File: config.mk
export PLATFORM = sky130hd
export DESIGN_NAME = interp_sequencer
export DESIGN_NICKNAME = d
export VERILOG_FILES = /design/src/rtl/interp_pkg.sv /design/src/rtl/interp_period_meter.sv /design/src/rtl/interp_sequencer.sv
export SDC_FILE = /design/constraint.sdc
export NUM_CORES = 1
export LEC_CHECK = 0
export CAP_MARGIN = 5
export CORE_UTILIZATION = 30
export CTS_BUF_LIST = sky130_fd_sc_hd__clkbuf_16
export DETAILED_ROUTE_END_ITERATION = 10
export PLACE_DENSITY = 0.44
export SYNTH_ARGS = -nofsm -noshare
export SYNTH_HDL_FRONTEND = slang
export SYNTH_SLANG_ARGS = --single-unit
File: constraint.sdc
create_clock -name clk -period 3.44 [get_ports clk]
set_input_delay 0.688 -clock clk [delete_from_list [all_inputs] [get_ports clk]]
set_output_delay 0.688 -clock clk [all_outputs]
set_load 0.02 [all_outputs]
File: src/rtl/interp_pkg.sv
// Shared types and constants for the interpolation sequencer.
package interp_pkg;

    localparam int unsigned PERIOD_W_DEF = 11;
    localparam logic [10:0] DIV_96K      = 11'h1FF;

    typedef enum logic [2:0] {
        StIdle,
        StSub,
        StMul1,
        StMul0,
        StAdd,
        StValid
    } seq_state_e;

endpackage

File: src/rtl/interp_period_meter.sv
// Input period meter: free-running sample counter, period capture on strobe and lock detection.
module interp_period_meter
    import interp_pkg::*;
#(
    parameter int unsigned PERIOD_W   = PERIOD_W_DEF,
    parameter int unsigned LOCK_COUNT = 4,
    parameter int unsigned LOCK_TOL   = 1
) (
    input  logic                clk,
    input  logic                reset_n,
    input  logic                din_strobe,
    output logic [PERIOD_W-1:0] count,
    output logic [PERIOD_W-1:0] period,
    output logic                locked
);

    localparam int unsigned          MatchW   = $clog2(LOCK_COUNT + 1);
    localparam logic [PERIOD_W-1:0]  CntMax   = '1;
    localparam logic [MatchW-1:0]    MatchMax = MatchW'(LOCK_COUNT);

    logic [PERIOD_W-1:0] cnt_q, cnt_d;
    logic [PERIOD_W-1:0] period_q, period_d;
    logic [PERIOD_W-1:0] delta;
    logic [MatchW-1:0]   match_q, match_d;

    always_comb begin
        cnt_d    = (cnt_q == CntMax) ? cnt_q : cnt_q + 1'b1;
        period_d = period_q;
        match_d  = match_q;
        delta    = (cnt_q >= period_q) ? cnt_q - period_q : period_q - cnt_q;
        if (din_strobe) begin
            cnt_d    = '0;
            period_d = cnt_q;
            // A saturated count means the real period is unknown, so never treat it as a match.
            if (cnt_q == CntMax || delta > PERIOD_W'(LOCK_TOL)) begin
                match_d = '0;
            end else if (match_q != MatchMax) begin
                match_d = match_q + 1'b1;
            end
        end
    end

    always_ff @(posedge clk or negedge reset_n) begin
        if (!reset_n) begin
            cnt_q    <= '0;
            period_q <= '0;
            match_q  <= '0;
        end else begin
            cnt_q    <= cnt_d;
            period_q <= period_d;
            match_q  <= match_d;
        end
    end

    assign count  = cnt_q;
    assign period = period_q;
    assign locked = (match_q == MatchMax);

endmodule

File: src/rtl/interp_sequencer.sv
// Interpolation sequencer: output tick divider, phase snapshot and datapath control FSM.
// Define INTERP_SEQ_CLAMP_EN to clamp the phase snapshot to the measured period.
module interp_sequencer
    import interp_pkg::*;
#(
    parameter int unsigned PERIOD_W   = PERIOD_W_DEF,
    parameter int unsigned LOCK_COUNT = 4,
    parameter int unsigned LOCK_TOL   = 1
) (
    input  logic                clk,
    input  logic                reset_n,
    input  logic                run,
    input  logic                din_strobe,
    input  logic [PERIOD_W-1:0] period_div,
    input  logic                err_clr,
    output logic                tick,
    output logic [PERIOD_W-1:0] phase_cnt,
    output logic [PERIOD_W-1:0] period_cnt,
    output logic                sub_en,
    output logic                mult_en,
    output logic                mult_sel,
    output logic                add_en,
    output logic                dout_valid,
    output logic                locked,
    output logic                overrun
);

    logic [PERIOD_W-1:0] in_cnt;
    logic [PERIOD_W-1:0] snap;
    logic [PERIOD_W-1:0] div_q, div_d;
    logic [PERIOD_W-1:0] phase_q, phase_d;
    logic                tick_q, tick_d;
    logic                overrun_q, overrun_d;
    seq_state_e          state_q, state_d;

    interp_period_meter #(
        .PERIOD_W   (PERIOD_W),
        .LOCK_COUNT (LOCK_COUNT),
        .LOCK_TOL   (LOCK_TOL)
    ) u_meter (
        .clk        (clk),
        .reset_n    (reset_n),
        .din_strobe (din_strobe),
        .count      (in_cnt),
        .period     (period_cnt),
        .locked     (locked)
    );

`ifdef INTERP_SEQ_CLAMP_EN
    assign snap = (in_cnt > period_cnt) ? period_cnt : in_cnt;
`else
    assign snap = in_cnt;
`endif

    // Tick is registered so the first one lands period_div+1 cycles after run rises.
    always_comb begin
        div_d  = '0;
        tick_d = 1'b0;
        if (run) begin
            if (div_q >= period_div) begin
                tick_d = 1'b1;
            end else begin
                div_d = div_q + 1'b1;
            end
        end
    end

    always_comb begin
        state_d    = state_q;
        phase_d    = tick_q ? snap : phase_q;
        overrun_d  = overrun_q;
        sub_en     = 1'b0;
        mult_en    = 1'b0;
        mult_sel   = 1'b0;
        add_en     = 1'b0;
        dout_valid = 1'b0;

        if (tick_q && state_q != StIdle) begin
            overrun_d = 1'b1;
        end else if (err_clr) begin
            overrun_d = 1'b0;
        end

        unique case (state_q)
            StIdle:  if (tick_q) state_d = StSub;
            StSub:   begin sub_en = 1'b1; state_d = StMul1; end
            StMul1:  begin mult_en = 1'b1; state_d = StMul0; end
            StMul0:  begin mult_en = 1'b1; mult_sel = 1'b1; state_d = StAdd; end
            StAdd:   begin add_en = 1'b1; state_d = StValid; end
            StValid: begin dout_valid = 1'b1; state_d = StIdle; end
            default: state_d = StIdle;
        endcase

        if (!run) begin
            state_d = StIdle;
        end
    end

    always_ff @(posedge clk or negedge reset_n) begin
        if (!reset_n) begin
            div_q     <= '0;
            tick_q    <= 1'b0;
            phase_q   <= '0;
            overrun_q <= 1'b0;
            state_q   <= StIdle;
        end else begin
            div_q     <= div_d;
            tick_q    <= tick_d;
            phase_q   <= phase_d;
            overrun_q <= overrun_d;
            state_q   <= state_d;
        end
    end

    assign tick      = tick_q;
    assign phase_cnt = phase_q;
    assign overrun   = overrun_q;

endmodule

==> summary.md, run 1 <==
| Metric | Value |
|---|---|
| Post-synthesis sequential area ratio | `35.08%` |
| Initial antenna violation count | `0` |
| CTS tree | `built` |
| DR vias/cell | `4.855` |
| DRC | `0` |
| CP dominant cell by count | `mux2_4` |
| Final #Nets | `521` |
| Worst reg2reg path endpoint | `u_meter.match_q[0]` |
| Detailed Route WL | `9.013 mm` |
| R2R Path Start | `u_meter.period[4]` |
| Resized Gates After CTS | `0` |
| Setup WS pre-CTS | `0.2209 ns` |
| RSZ-0062 raised after global routing | `no` |
| #FFs+latches synth | `52` |
| Unique masters post-synth | `61` |
| Synthesized instance count | `414` |
| Clock buffer depth | `2` |
| Ant. Diodes | `0` |
| CP startpoint kind | `register` |
| CTS Sinks | `52` |
| Headroom to the max-slew limit | `43.94%` |
| Hold WC Path Type | `input port to async pin` |
| Vias in the first global route | `3022` |
| Critical Path Start | `u_meter.period[4]` |
| Post-CTS Setup Bufs | `0` |
| Worst-Skew Late Latency | `0.29 ns` |
| Root buffer cell | `clkbuf_16` |
| Fillers | `1227` |
| Reg clk slew, reported paths | `0.06 ns` |
| Detailed router's first-iteration violation count | `122` |
| Main synth FF type | `dfrtp_1` |
| Status | `complete, no violations` |
| Critical Path RT | `3.62 ns` |
| Core area | `0.01201 mm^2` |
| Largest net degree at the start of global routing | `38` |
| Die W | `113.2 um` |
| Worst vdd ir | `0.0001650 V` |
| Register-to-Register Setup Slack | `0.28 ns` |
| RePlAce Congestion | `0.8838` |
| Synth top area cells | `dfrtp_1 (35%), ha_1 (12%), inv_1 (4.9%), nor2_1 (4.5%), mux2_2 (3.3%)` |
| Setup crit end | `u_meter.match_q[0]` |
| Cell with the most instances after synthesis | `dfrtp_1` |
| Worst Reg-to-Reg Cells | `11` |
| Final Critical Period | `3.155 ns` |
| Yosys top cell by area | `dfrtp_1` |
| Crit-path max FO | `14` |
| TNS Setup | `0 ns` |
| Leakage | `2.138 nW` |
| Die area | `0.01281 mm^2` |
| Synthesized cell area | `0.003710 mm^2` |
| Synthesized area per cell | `8.961 um^2` |
| CP cell instances | `inv_1 -> ha_1 -> nand3_1 -> nor3_1 -> a211oi_1 -> a31oi_2 -> mux2_4 -> a211o_1 -> o2111ai_2 -> nor2_1 -> mux2_4` |
| Final Cycle Share | `91.72%` |
| Die Y-Extent | `113.2 um` |
| Hold violation count in the final report | `0` |
| Fmax | `316.9 MHz` |
| Slew Viols, Final | `0` |
| Slowest stage delay, CP | `0.57 ns` |
| Worst Max-Slew Pin Slew | `0.8372 ns` |
| Drt first pass iters | `5` |
| Buffers on Ports | `45` |
| Synth cell count leaders | `dfrtp_1 (52), inv_1 (48), nor2_1 (44)` |
| Post-synth EDFFs | `0` |
| Hold buffer count at cts | `0` |
| GR Overflow Total | `0` |
| Routed Antenna Nets | `0` |
| Fraction of layout cells with a size suffix above 1 | `9.615%` |
| Setup CP Type | `register to register` |
| First-pass GRT wire length | `15.27 mm` |
| Synthesized net count | `468` |
| Area Growth Syn to Fin | `22.50%` |
| Clock skew | `0.002737 ns` |
| Ys async rst share | `100.0%` |
| WP data arrival | `3.34 ns` |
| H-tree depth reported by CTS | `2` |
| Wire per inst | `14.66 um` |
| PwrDens | `349.9 mW/mm^2` |
| Gr usage total | `15.19%` |
| Max-Cap Viols | `0` |
| Endpoints failing setup | `0` |
| Yosys synthesis warning count | `0` |
| Crit end category | `register` |
| Initial core utilization | `30.89%` |
| Routed via count | `2986` |
| Rows | `40` |
| CTS Buf Count | `5` |
| Top Ports | `46` |
| Top cell type's share of synthesized area | `35.08%` |
| Final Worst Setup Slack | `0.2847 ns` |
| Overall power | `1.590 mW` |
| Detailed Place HPWL | `7.008 mm` |
| Critical path's slowest cell | `ha_1` |
-- metal layers --
| layer | GRT usage (%) | vias up | wire length (um) |
|---|---|---|---|
| li1 | - | 1527 | - |
| met1 | 19.87 | 1399 | 4300 |
| met2 | 25.97 | 52 | 4315 |
| met3 | 2.196 | 8 | 284 |
| met4 | 4.474 | 0 | 112 |
| met5 | 0 | - | 0 |
-- worst min-delay path by stage --
stage	from	end	slack [ns]	cells past startpoint
after floorplan	reset_n	div_q[0]	0.39	0
after global placement	phase_cnt[3]	phase_cnt[3]	0.50	1
after detailed placement	phase_cnt[3]	phase_cnt[3]	0.50	1
after CTS	reset_n	u_meter.match_q[1]	0.45	1
after global routing	reset_n	u_meter.match_q[1]	0.48	1
final	reset_n	u_meter.match_q[1]	0.43	1
-- area by class of cell --
cell class,instances,area (um^2),share of cell area (%)
well taps,147,183.9,4.047
multi-input cells,299,2151,47.33
clock buffers,5,125.1,2.753
clock inverters,3,37.54,0.8260
flip-flops and latches,52,1301,28.63
repair buffers,61,565.5,12.44
inverters,48,180.2,3.965
-- critical path, delay by kind of cell, from the launching register on --
kind,cells,cell delay [ns]
adders and majority gates,1,0.57
AOI/OAI and AO/OA,4,0.83
muxes,2,0.59
and+or+nand+nor,3,0.61
DFF,1,0.38
buffers and inverters,1,0.07
-- per-stage QoR --
step / utilization [%] / area [um^2] / instances / hold WS, ns
floorplan: - / 3710 / 414 / 0.3924
global placement: 36.48 / 4382 / 607 / 0.4982
detailed placement: 36.48 / 4382 / 607 / 0.4976
CTS: 37.83 / 4544 / 615 / 0.4535
global route: 37.83 / 4544 / 615 / 0.4803
finish: 37.83 / 4544 / 615 / 0.4271
-- cell families after synthesis --
kind of cell	synth area share, %
flops	35.08
simple gates	17.57
buf+inv	6.947
xor+xnor	6.138
compound gates	16.63
mux	4.418
fa+ha+maj	13.22
-- placed cells by master (no fill, tap or decap), types with 7 or more instances in the layout --
cell type / count
xnor2_1: 14
nand3_1: 10
xor2_1: 12
o21ai_0: 20
ha_1: 36
nand4_1: 9
nand2_1: 25
nor2_1: 44
a21o_1: 9
mux2_2: 11
inv_1: 48
nor3_1: 11
buf_4: 16
a21oi_1: 21
dfrtp_1: 52
nor2b_1: 7
clkdlybuf4s50_1: 44
-- registers in the layout (all words and copies together), names as in the netlist --
| name | count |
|---|---|
| div_q | 11 |
| overrun | 1 |
| u_meter.match_q | 3 |
| u_meter.period | 11 |
| phase_cnt | 11 |
| tick | 1 |
| u_meter.count | 11 |
| state_q | 3 |
-- where the power goes --
group          leakage [nW]  internal, mW  switching (mW)  total [mW]
Clock                0.0789         0.339           0.222       0.560
Combinational          1.34         0.183           0.198       0.381
Sequential            0.716         0.628          0.0205       0.649
Total                  2.14          1.15           0.440        1.59
Power figures use the tool's default switching activity.
==> run 2: changes to the inputs <==
--- a/config.mk
+++ b/config.mk
@@ -9,7 +9,6 @@
 export CORE_UTILIZATION = 30
 export CTS_BUF_LIST = sky130_fd_sc_hd__clkbuf_16
 export DETAILED_ROUTE_END_ITERATION = 10
-export PLACE_DENSITY = 0.44
 export SYNTH_ARGS = -nofsm -noshare
 export SYNTH_HDL_FRONTEND = slang
 export SYNTH_SLANG_ARGS = --single-unit
==> run 2 against run 1 <==
Compared with the run above: clock power grew 3%; register-to-register slack gained 0.05 ns; design area shrank 0.63%; routed wire length shrank 6.3%; clock-buffer cell count is the same; sequential cell count is the same; critical endpoint unchanged.
==> summary.md, run 2 (same netlist as run 1, synthesis figures left out) <==
| Metric | Value |
|---|---|
| Crit-path max FO | `16` |
| Met3 usage | `2.089%` |
| Reg clk slew, reported paths | `0.07 ns` |
| Critical Path RT | `3.62 ns` |
| Setup CP Type | `register to register` |
| CTS Sinks | `52` |
| GR Overflow Total | `0` |
| Detailed router's first-iteration violation count | `126` |
| Core area | `0.01201 mm^2` |
| Root buffer cell | `clkbuf_16` |
| Clock skew | `0.003567 ns` |
| Status | `complete, no violations` |
| Detailed Route WL | `8.443 mm` |
| Worst vdd ir | `0.0002211 V` |
| Most frequent cells in the layout | `dfrtp_1 (52), inv_1 (48), nor2_1 (44), clkdlybuf4s50_1 (44), ha_1 (36)` |
| PwrDens | `352.3 mW/mm^2` |
| Hold buffer count at cts | `0` |
| Post-CTS Setup Bufs | `0` |
| Most common cell after layout, fill and taps aside | `dfrtp_1` |
| Worst Max-Slew Pin Slew | `0.7743 ns` |
| Largest net degree at the start of global routing | `33` |
| Crit end category | `register` |
| M2 GR Usage | `23.48%` |
| Die W | `113.2 um` |
| CTS Buf Count | `5` |
| Hold WC Path Type | `input port to async pin` |
| Endpoints failing setup | `0` |
| RePlAce Congestion | `0.8933` |
| WP data arrival | `3.28 ns` |
| Setup WS pre-CTS | `0.3699 ns` |
| DR vias/cell | `4.970` |
| Buffers on Ports | `45` |
| Routed via count | `3032` |
| Final #Nets | `516` |
| Critical Path Start | `u_meter.count[5]` |
| Busiest grt layer | `met2` |
| Setup crit end | `u_meter.match_q[0]` |
| Leakage | `2.115 nW` |
| DRC | `0` |
| Drt first pass iters | `4` |
| Final Critical Period | `3.103 ns` |
| CTS tree | `built` |
| Worst reg2reg path endpoint | `u_meter.match_q[0]` |
| Rows | `40` |
| Final Worst Setup Slack | `0.3369 ns` |
| Clock buffer depth | `2` |
| Final Cycle Share | `90.21%` |
| CP startpoint kind | `register` |
| Gr usage total | `13.86%` |
| Top Ports | `46` |
| Area Growth Syn to Fin | `21.72%` |
| R2R Path Start | `u_meter.count[5]` |
| Detailed Place HPWL | `6.647 mm` |
| RSZ-0062 raised after global routing | `no` |
| TNS Setup | `0 ns` |
| Hold violation count in the final report | `0` |
| Initial core utilization | `30.89%` |
| Fraction of layout cells with a size suffix above 1 | `9.071%` |
| Wire per inst | `13.84 um` |
| Max-Cap Viols | `0` |
| Vias in the first global route | `2938` |
| Register-to-Register Setup Slack | `0.34 ns` |
| Headroom to the max-slew limit | `48.15%` |
| Routed Antenna Nets | `0` |
| Fmax | `322.3 MHz` |
| M1 GR Usage | `18.46%` |
| H-tree depth reported by CTS | `2` |
| First-pass GRT wire length | `14.35 mm` |
| Ant. Diodes | `0` |
| Initial antenna violation count | `0` |
| Worst Reg-to-Reg Cells | `10` |
| Die Y-Extent | `113.2 um` |
| Die area | `0.01281 mm^2` |
| Resized Gates After CTS | `0` |
| Worst-Skew Late Latency | `0.29 ns` |
| Slew Viols, Final | `0` |
[run 2: cell types whose count changed in the layout (fill, tap and decap cells not counted)]
| cell | change |
|---|---|
| buf_4 | -5 |
| clkinv_1 | -2 |
| clkinvlp_4 | +1 |
| inv_6 | +1 |
[run 2: critical path: stages, from the launching register on]
cell	delay (ns)
dfrtp_1	0.45
ha_1	0.60
nand3_1	0.21
a21oi_2	0.22
o41ai_4	0.12
a31oi_2	0.36
mux2_4	0.33
a211o_1	0.24
o2111ai_2	0.12
nor2_1	0.10
mux2_4	0.26
[run 2: per-layer routing]
layer  routed length [um]  vias up  part of all wire (%)
li1                     -     1528                     -
met1                 4055     1432                    48
met2                 3973       62                    47
met3                  281       10                   3.3
met4                  131        0                   1.6
met5                    0        -                     0
[run 2: metrics by stage]
step	cells	power [mW]	instance area [um^2]	hold WS [ns]	util (%)
after floorplan	414	0.9170	3710	0.3924	-
after global placement	602	1.026	4344	0.4912	36.17
after detailed placement	602	1.029	4344	0.4999	36.17
after CTS	610	1.606	4516	0.4711	37.59
after global routing	610	1.668	4516	0.5007	37.59
final	610	1.591	4516	0.4506	37.59
[run 2: worst min path at each step]
| stage | slack, ns | end | cells past startpoint | start |
|---|---|---|---|---|
| floorplan | 0.39 | div_q[0] | 0 | reset_n |
| global placement | 0.49 | phase_cnt[0] | 1 | phase_cnt[0] |
| detailed placement | 0.50 | phase_cnt[2] | 1 | phase_cnt[2] |
| CTS | 0.47 | state_q[2] | 1 | reset_n |
| global route | 0.50 | state_q[0] | 1 | reset_n |
| finish | 0.45 | state_q[1] | 1 | reset_n |
[run 2: power by group]
| part | switching (mW) | total, mW | internal (mW) |
|---|---|---|---|
| registers | 0.0191 | 0.647 | 0.628 |
| logic | 0.192 | 0.368 | 0.175 |
| clock network | 0.230 | 0.576 | 0.346 |
| total | 0.442 | 1.59 | 1.15 |
[run 2: cell type report]
cell class                 count  area [um^2]
fill                        1207         7496
multi-input combinational    299         2151
sequential                    52         1301
timing repair buffer          56        528.0
tap                          147        183.9
inverter                      48        180.2
clock buffer                   5        125.1
clock inverter                 3        46.29
